[src/rtl/rs_multi_issue.sv]
// Multi-issue reservation station: age-ordered collapsing queue that issues up to
// NUM_PE packets per cycle, preferring entries tagged for the current replay iteration.
module rs_multi_issue #(
  parameter int ENTRIES     = 8,
  parameter int NUM_PE      = 4,
  parameter int PKT_W       = 14,
  parameter int ITER_LSB    = 7,
  parameter int ITER_W      = 3,
  parameter int BANK_STRICT = 1
) (
  input  logic                                       clk,
  input  logic                                       reset,
  input  logic                                       flush,
  input  logic                                       in_valid,
  input  logic [PKT_W-1:0]                           in_packet,
  output logic                                       in_ready,
  input  logic [(ITER_W > 1 ? $clog2(ITER_W) : 1)-1:0] replay_iter,
  input  logic [NUM_PE-1:0]                          pe_idle,
  input  logic [NUM_PE-1:0]                          bank_busy,
  output logic [NUM_PE-1:0]                          dp_valid,
  output logic [NUM_PE*PKT_W-1:0]                    dp_packet,
  output logic [$clog2(ENTRIES+1)-1:0]               count,
  output logic                                       rs_empty,
  output logic                                       rs_full
);

  localparam int CNT_W = $clog2(ENTRIES + 1);
  localparam int MAXR  = (ENTRIES > NUM_PE) ? ENTRIES : NUM_PE;
  localparam int RK_W  = $clog2(MAXR + 1);

  logic [PKT_W-1:0] r_slot [ENTRIES];
  logic [CNT_W-1:0] r_count;

  logic [PKT_W-1:0]  w_slot_next [ENTRIES];
  logic [CNT_W-1:0]  w_count_next;
  logic [CNT_W-1:0]  w_issued;
  logic [CNT_W-1:0]  w_wr_idx;
  logic [ENTRIES-1:0] w_valid;
  logic [ENTRIES-1:0] w_match;
  logic [ENTRIES-1:0] w_cand;
  logic [ENTRIES-1:0] w_issue;
  logic [NUM_PE-1:0] w_elig;
  logic [RK_W-1:0]   w_c_rank [ENTRIES];
  logic [RK_W-1:0]   w_e_rank [NUM_PE];
  logic [CNT_W-1:0]  w_s_rank [ENTRIES];
  logic [RK_W-1:0]   w_cn;
  logic [RK_W-1:0]   w_en;
  logic [CNT_W-1:0]  w_sn;
  logic              w_accept;

  assign w_elig   = (BANK_STRICT != 0) ? (pe_idle & {NUM_PE{~|bank_busy}})
                                       : (pe_idle & ~bank_busy);
  // Reset cycle reports ready (matching the post-reset state) but never writes.
  assign in_ready = reset | (~flush & (r_count < CNT_W'(ENTRIES)));
  assign w_accept = in_valid & in_ready & ~reset & ~flush;
  assign count    = r_count;
  assign rs_empty = (r_count == '0);
  assign rs_full  = (r_count == CNT_W'(ENTRIES));

  always_comb begin
    w_cn         = '0;
    w_en         = '0;
    w_sn         = '0;
    w_issued     = '0;
    w_issue      = '0;
    dp_valid     = '0;
    dp_packet    = '0;

    // Shifting a one past the mask width yields no match for out-of-range iterations.
    for (int unsigned i = 0; i < ENTRIES; i++) begin
      w_valid[i] = (CNT_W'(i) < r_count);
      w_match[i] = w_valid[i] &
                   (|(r_slot[i][ITER_LSB +: ITER_W] & (ITER_W'(1) << replay_iter)));
    end
    w_cand = (|w_match) ? w_match : w_valid;

    for (int unsigned i = 0; i < ENTRIES; i++) begin
      w_c_rank[i] = w_cn;
      if (w_cand[i]) w_cn = w_cn + RK_W'(1);
    end
    for (int unsigned j = 0; j < NUM_PE; j++) begin
      w_e_rank[j] = w_en;
      if (w_elig[j]) w_en = w_en + RK_W'(1);
    end

    // n-th candidate pairs with n-th eligible PE; unmatched ranks simply drop out.
    if (!reset && !flush) begin
      for (int unsigned i = 0; i < ENTRIES; i++) begin
        for (int unsigned j = 0; j < NUM_PE; j++) begin
          if (w_cand[i] && w_elig[j] && (w_c_rank[i] == w_e_rank[j])) begin
            dp_valid[j]                  = 1'b1;
            dp_packet[j*PKT_W +: PKT_W]  = r_slot[i];
            w_issue[i]                   = 1'b1;
          end
        end
      end
    end

    for (int unsigned i = 0; i < ENTRIES; i++) begin
      w_s_rank[i] = w_sn;
      if (w_valid[i] && !w_issue[i]) w_sn = w_sn + CNT_W'(1);
      if (w_issue[i]) w_issued = w_issued + CNT_W'(1);
    end

    w_wr_idx = r_count - w_issued;
    for (int unsigned d = 0; d < ENTRIES; d++) begin
      w_slot_next[d] = '0;
      for (int unsigned i = 0; i < ENTRIES; i++) begin
        if (w_valid[i] && !w_issue[i] && (w_s_rank[i] == CNT_W'(d)))
          w_slot_next[d] = r_slot[i];
      end
      if (w_accept && (CNT_W'(d) == w_wr_idx))
        w_slot_next[d] = in_packet;
    end
    w_count_next = w_wr_idx + CNT_W'(w_accept);
  end

  always_ff @(posedge clk) begin
    if (reset || flush) begin
      r_count <= '0;
      for (int unsigned d = 0; d < ENTRIES; d++) r_slot[d] <= '0;
    end else begin
      r_count <= w_count_next;
      for (int unsigned d = 0; d < ENTRIES; d++) r_slot[d] <= w_slot_next[d];
    end
  end

endmodule

[config.mk]
export PLATFORM = sky130hd
export DESIGN_NAME = rs_multi_issue
export DESIGN_NICKNAME = d
export VERILOG_FILES = /design/src/rtl/rs_multi_issue.sv
export SDC_FILE = /design/constraint.sdc
export NUM_CORES = 1
export LEC_CHECK = 0
export CAP_MARGIN = 20
export CELL_PAD_IN_SITES_DETAIL_PLACEMENT = 1
export CELL_PAD_IN_SITES_GLOBAL_PLACEMENT = 2
export CORE_AREA = 2 2 254 256
export CTS_CLUSTER_DIAMETER = 200
export DETAILED_ROUTE_END_ITERATION = 10
export DIE_AREA = 0 0 256 258
export GPL_ROUTABILITY_DRIVEN = 0
export PLACE_DENSITY = 0.81
export SLEW_MARGIN = 5
export SYNTH_ARGS = -nofsm -noshare
export SYNTH_HDL_FRONTEND = slang
export SYNTH_SLANG_ARGS = --single-unit
export TNS_END_PERCENT = 5
[constraint.sdc]
create_clock -name clk -period 29.5 [get_ports clk]
set_input_delay 2.95 -clock clk [delete_from_list [all_inputs] [get_ports clk]]
set_output_delay 2.95 -clock clk [all_outputs]
set_load 0.01 [all_outputs]
==> out/qor.yml <==
timing:
  timing_max_transition_violations_final: 0
  skew_ps: 16.0
  period_minus_slack_ps: 15430
  setup_slack_ps: 14070
  hold_viol_final: 0
  setup_repair_after_global_routing_missed_its_margin: "false"
  timing.final.setup_violations: 0
  worst_slew_pin_slew_ps: 1200
  clock.fmax_mhz: 64.8
  finalSetupTns_ps: 0
  holdWs_ps: 561
  finalCritPeriodShare: 0.523
  max_slew_margin: 0.189
clocking:
  tritoncts_num_sinks: 116
  cts.root.buffer_cell: "clkbuf_16"
  htreeDepth: 4
  cts_made_buffers: 17
  cts_post_setup_buffers_inserted: 0
  cts_tree: "done"
  worst_skew_pair.late_latency_ps: 460
  clkTransAtPathRegs_ps: 70
  ctsResizeCount: 0
  ctsHoldBuffers: 0
  maximum_number_of_buffers_from_clock_root_to_sink: 2
logic_synthesis:
  async_reset_ff_frac: 0
  ys_types: 113
  ys_ff_latch: 116
  gate_count_of_the_mapped_netlist: 2921
  multiplexer_share_of_the_synthesized_area: 0.0576
  synth_area_leader_cell: "dfxtp_1"
  seq_area_frac_synth: 0.123
  synth_top_cells_by_area: "dfxtp_1, a21oi_1, nor2_1"
  synth_compound_gate_area_share: 0.370
  synth_simple_gate_area_frac: 0.288
  synth_top_family_by_area: "compound AO/OA/AOI/OAI gates"
  synthesis.area_per_instance_um2: 6.44
  synthDominantCellAreaShare: 0.123
  mappedNetlistArea_um2: 18800
  synth_fp_nets: 2999
  post_synth_edffs: 0
  yosys_most_used_dff: "dfxtp_1"
  synth_xor_area_frac: 0.0394
  ys_warn_count: 0
  post_synth_fa_ha_maj_area_fraction: 0.0336
critical_path:
  number_of_buffer_and_inverter_stages_on_the_critical_path: 6
  path_common_cell: "ha_1"
  worst-path-max-fanout: 18
  critPathSlowestCell: "clkdlybuf4s50_1"
  worstSetupPathType: "in2out"
  timing.critical_path.from: "replay_iter[1]"
  worst_setup_path_end_kind: "output pin"
  worstSetupPathDepth: 34
  reg2reg_from: "r_slot[1][50]"
  rr_endpoint: "r_slot[1][27]"
  cpPeakStageDelay_ps: 840
  timing.critical_path.arrival_ps: 12480
  timing.critical_path.to: "dp_packet[39]"
  rrSetupSlack_ps: 17210
  category_of_the_worst_setup_path_launch_point: "input port"
  r2r.worst_path.cells: 42
  timing.critical_path.max_delay_family: "compound AO/OA/AOI/OAI gates"
  worstPathRequired_ps: 26550
global_routing:
  antenna_found_initial: 0
  use_met3: 0.0598
  number_of_global_route_vias_before_repair: 24100
  grt_use_total: 0.303
  grt_first_pass_wirelength_um: 154000
  global_route.peak_usage_layer: "met2"
  met1_usage: 0.369
  pin_count_of_the_biggest_net_entering_global_routing: 72
  overflow: 0
  groute.layer.met2.usage: 0.481
layout:
  final_layout_size_suffix_gt1_frac: 0.0979
  seq_area_um2: 2320
  fillCellCount: 8062
  multiInputGateArea_um2: 14900
  stdcell_count: 3657
  fin_nets: 2865
  area_delta_synth_final_pct: 10.8
routing:
  via_per_inst: 6.61
  drc: 0
  route.detailed.wl_per_inst_um: 28.4
  final_ant_viol_nets: 0
  first_iter_violations: 2553
  route.vias.total: 24200
  total_iterations_of_the_first_detailed_routing_run: 6
  wirelength_um: 104000
floorplanning:
  placementRows: 93
  chipWidth_um: 256
  core_um2: 63600
  floorplan.initialDensity: 0.296
  fp.dieH_um: 258
  io_pins: 95
  die-area_um2: 66000
placement:
  placed_cells_incl_taps: 3610
  port_buf_inserts: 94
  dp.final_hpwl_um: 72500
  dp_worst_setup_slack_ps: 14340
outcome:
  outcome: "finished clean"
pwr:
  power.static_leakage_nw: 7.32
  vdd_drop_max_mv: 0.0419
  finalPower_mw: 0.406
  power.density_nw_per_um2: 19.5
job:
  cap_violations: 0
min_path:
  kind_of_path_behind_the_tightest_hold_check: "reg2reg"
  holdPathStages: 1
final cells by class:
| type | count | area share |
|---|---|---|
| clock inverter | 14 | 0.00606 |
| clock buffer | 18 | 0.0211 |
| timing repair buffer | 185 | 0.0840 |
| inverter | 59 | 0.0106 |
| tap | 855 | 0.0513 |
| multi-input combinational | 2408 | 0.715 |
| antenna | 2 | 0.000240 |
| sequential | 116 | 0.111 |
layout by cell type, fill, tap and decap left out, types with 10 or more instances in the layout:
master	n
and4_1	11
o2bb2ai_1	31
nand2_1	303
nor4_1	20
mux2_2	37
a211oi_1	149
nand3_1	55
a22oi_1	17
o21ai_1	21
a211o_1	15
and3_1	87
or3_1	10
o211ai_1	76
nor2_2	10
nor4_2	11
and2_1	14
o221ai_1	27
mux2i_1	64
o311ai_0	12
inv_1	52
a21oi_1	323
dfxtp_1	116
o21ai_0	198
a2111oi_0	14
a21o_1	11
nor3_1	102
a221oi_1	12
clkdlybuf4s50_1	94
clkbuf_16	18
nand2b_1	10
nor2_1	426
a221o_1	28
nand4_1	11
xnor2_1	47
a31oi_1	19
o211a_1	12
ha_1	49
buf_4	78
Yosys cell counts, types with 10 or more instances:
| master | instances |
|---|---|
| ha_1 | 49 |
| nor2_1 | 432 |
| buf_6 | 11 |
| nor4_1 | 21 |
| nand2_1 | 303 |
| o2bb2ai_1 | 31 |
| a2111oi_0 | 14 |
| clkbuf_1 | 273 |
| and4_1 | 11 |
| a211oi_1 | 149 |
| dfxtp_1 | 116 |
| o21ai_0 | 198 |
| a22oi_1 | 17 |
| nand2b_1 | 10 |
| nor3_1 | 110 |
| mux2_2 | 37 |
| nand4_1 | 11 |
| o311ai_0 | 12 |
| inv_1 | 52 |
| buf_4 | 10 |
| and3_1 | 87 |
| a21oi_1 | 324 |
| mux2i_1 | 64 |
| nor4_2 | 10 |
| xnor2_1 | 47 |
| a31oi_1 | 19 |
| or3_1 | 10 |
| buf_2 | 35 |
| a211o_1 | 15 |
| o21ai_1 | 21 |
| o211a_1 | 12 |
| a221oi_1 | 12 |
| nand3_1 | 55 |
| a221o_1 | 28 |
| and2_1 | 14 |
| a21o_1 | 11 |
| o211ai_1 | 76 |
| o221ai_1 | 27 |
report_power, final:
part           switching [mW]  total, mW  internal [mW]
Sequential            0.00154      0.159          0.157
Combinational          0.0267     0.0389         0.0122
Clock                  0.0902      0.208          0.118
kinds of logic after synthesis:
logic type                 after synthesis
buffers and inverters                  397
AOI/OAI and AO/OA                     1045
xor gates and xnor gates                67
and+or+nand+nor                       1143
adders and majority gates               50
DFF                                    116
muxes                                  103
worst register-to-register path, delay by kind of cell, from the launching register on:
kind | cells | cell delay, ps
flops | 1 | 810
compound gates | 15 | 5150
simple gates | 10 | 1770
mux | 3 | 830
fa+ha+maj | 7 | 2220
xor+xnor | 2 | 650
buf+inv | 5 | 760
registers in the layout, indices dropped and copies added (netlist names):
register  cells
count         4
r_slot      112
per-layer routing:
layer  share of wire  vias to the layer above
met3           0.087                      461
met5               0                        -
met4           0.080                        0
met1            0.39                    11900
li1                -                    10400
met2            0.44                     1464
metrics by stage:
stage | util | instance area [µm²]
after floorplan | - | 18800
after global placement | 0.315 | 20000
after detailed placement | 0.316 | 20100
after CTS | 0.325 | 20700
after global routing | 0.328 | 20900
final | 0.328 | 20900
worst min-delay path by stage:
stage                   from       endpoint  slack (ps)
2_1_floorplan  r_slot[0][14]  r_slot[0][14]         490
3_3_place_gp   r_slot[0][20]  r_slot[0][20]         540
3_5_place_dp   r_slot[0][20]  r_slot[0][20]         550
4_1_cts        r_slot[0][20]  r_slot[0][20]         550
5_1_grt        r_slot[0][20]  r_slot[0][20]         580
6_report       r_slot[0][20]  r_slot[0][20]         560
Note: power is estimated with default switching activity, not from simulation.
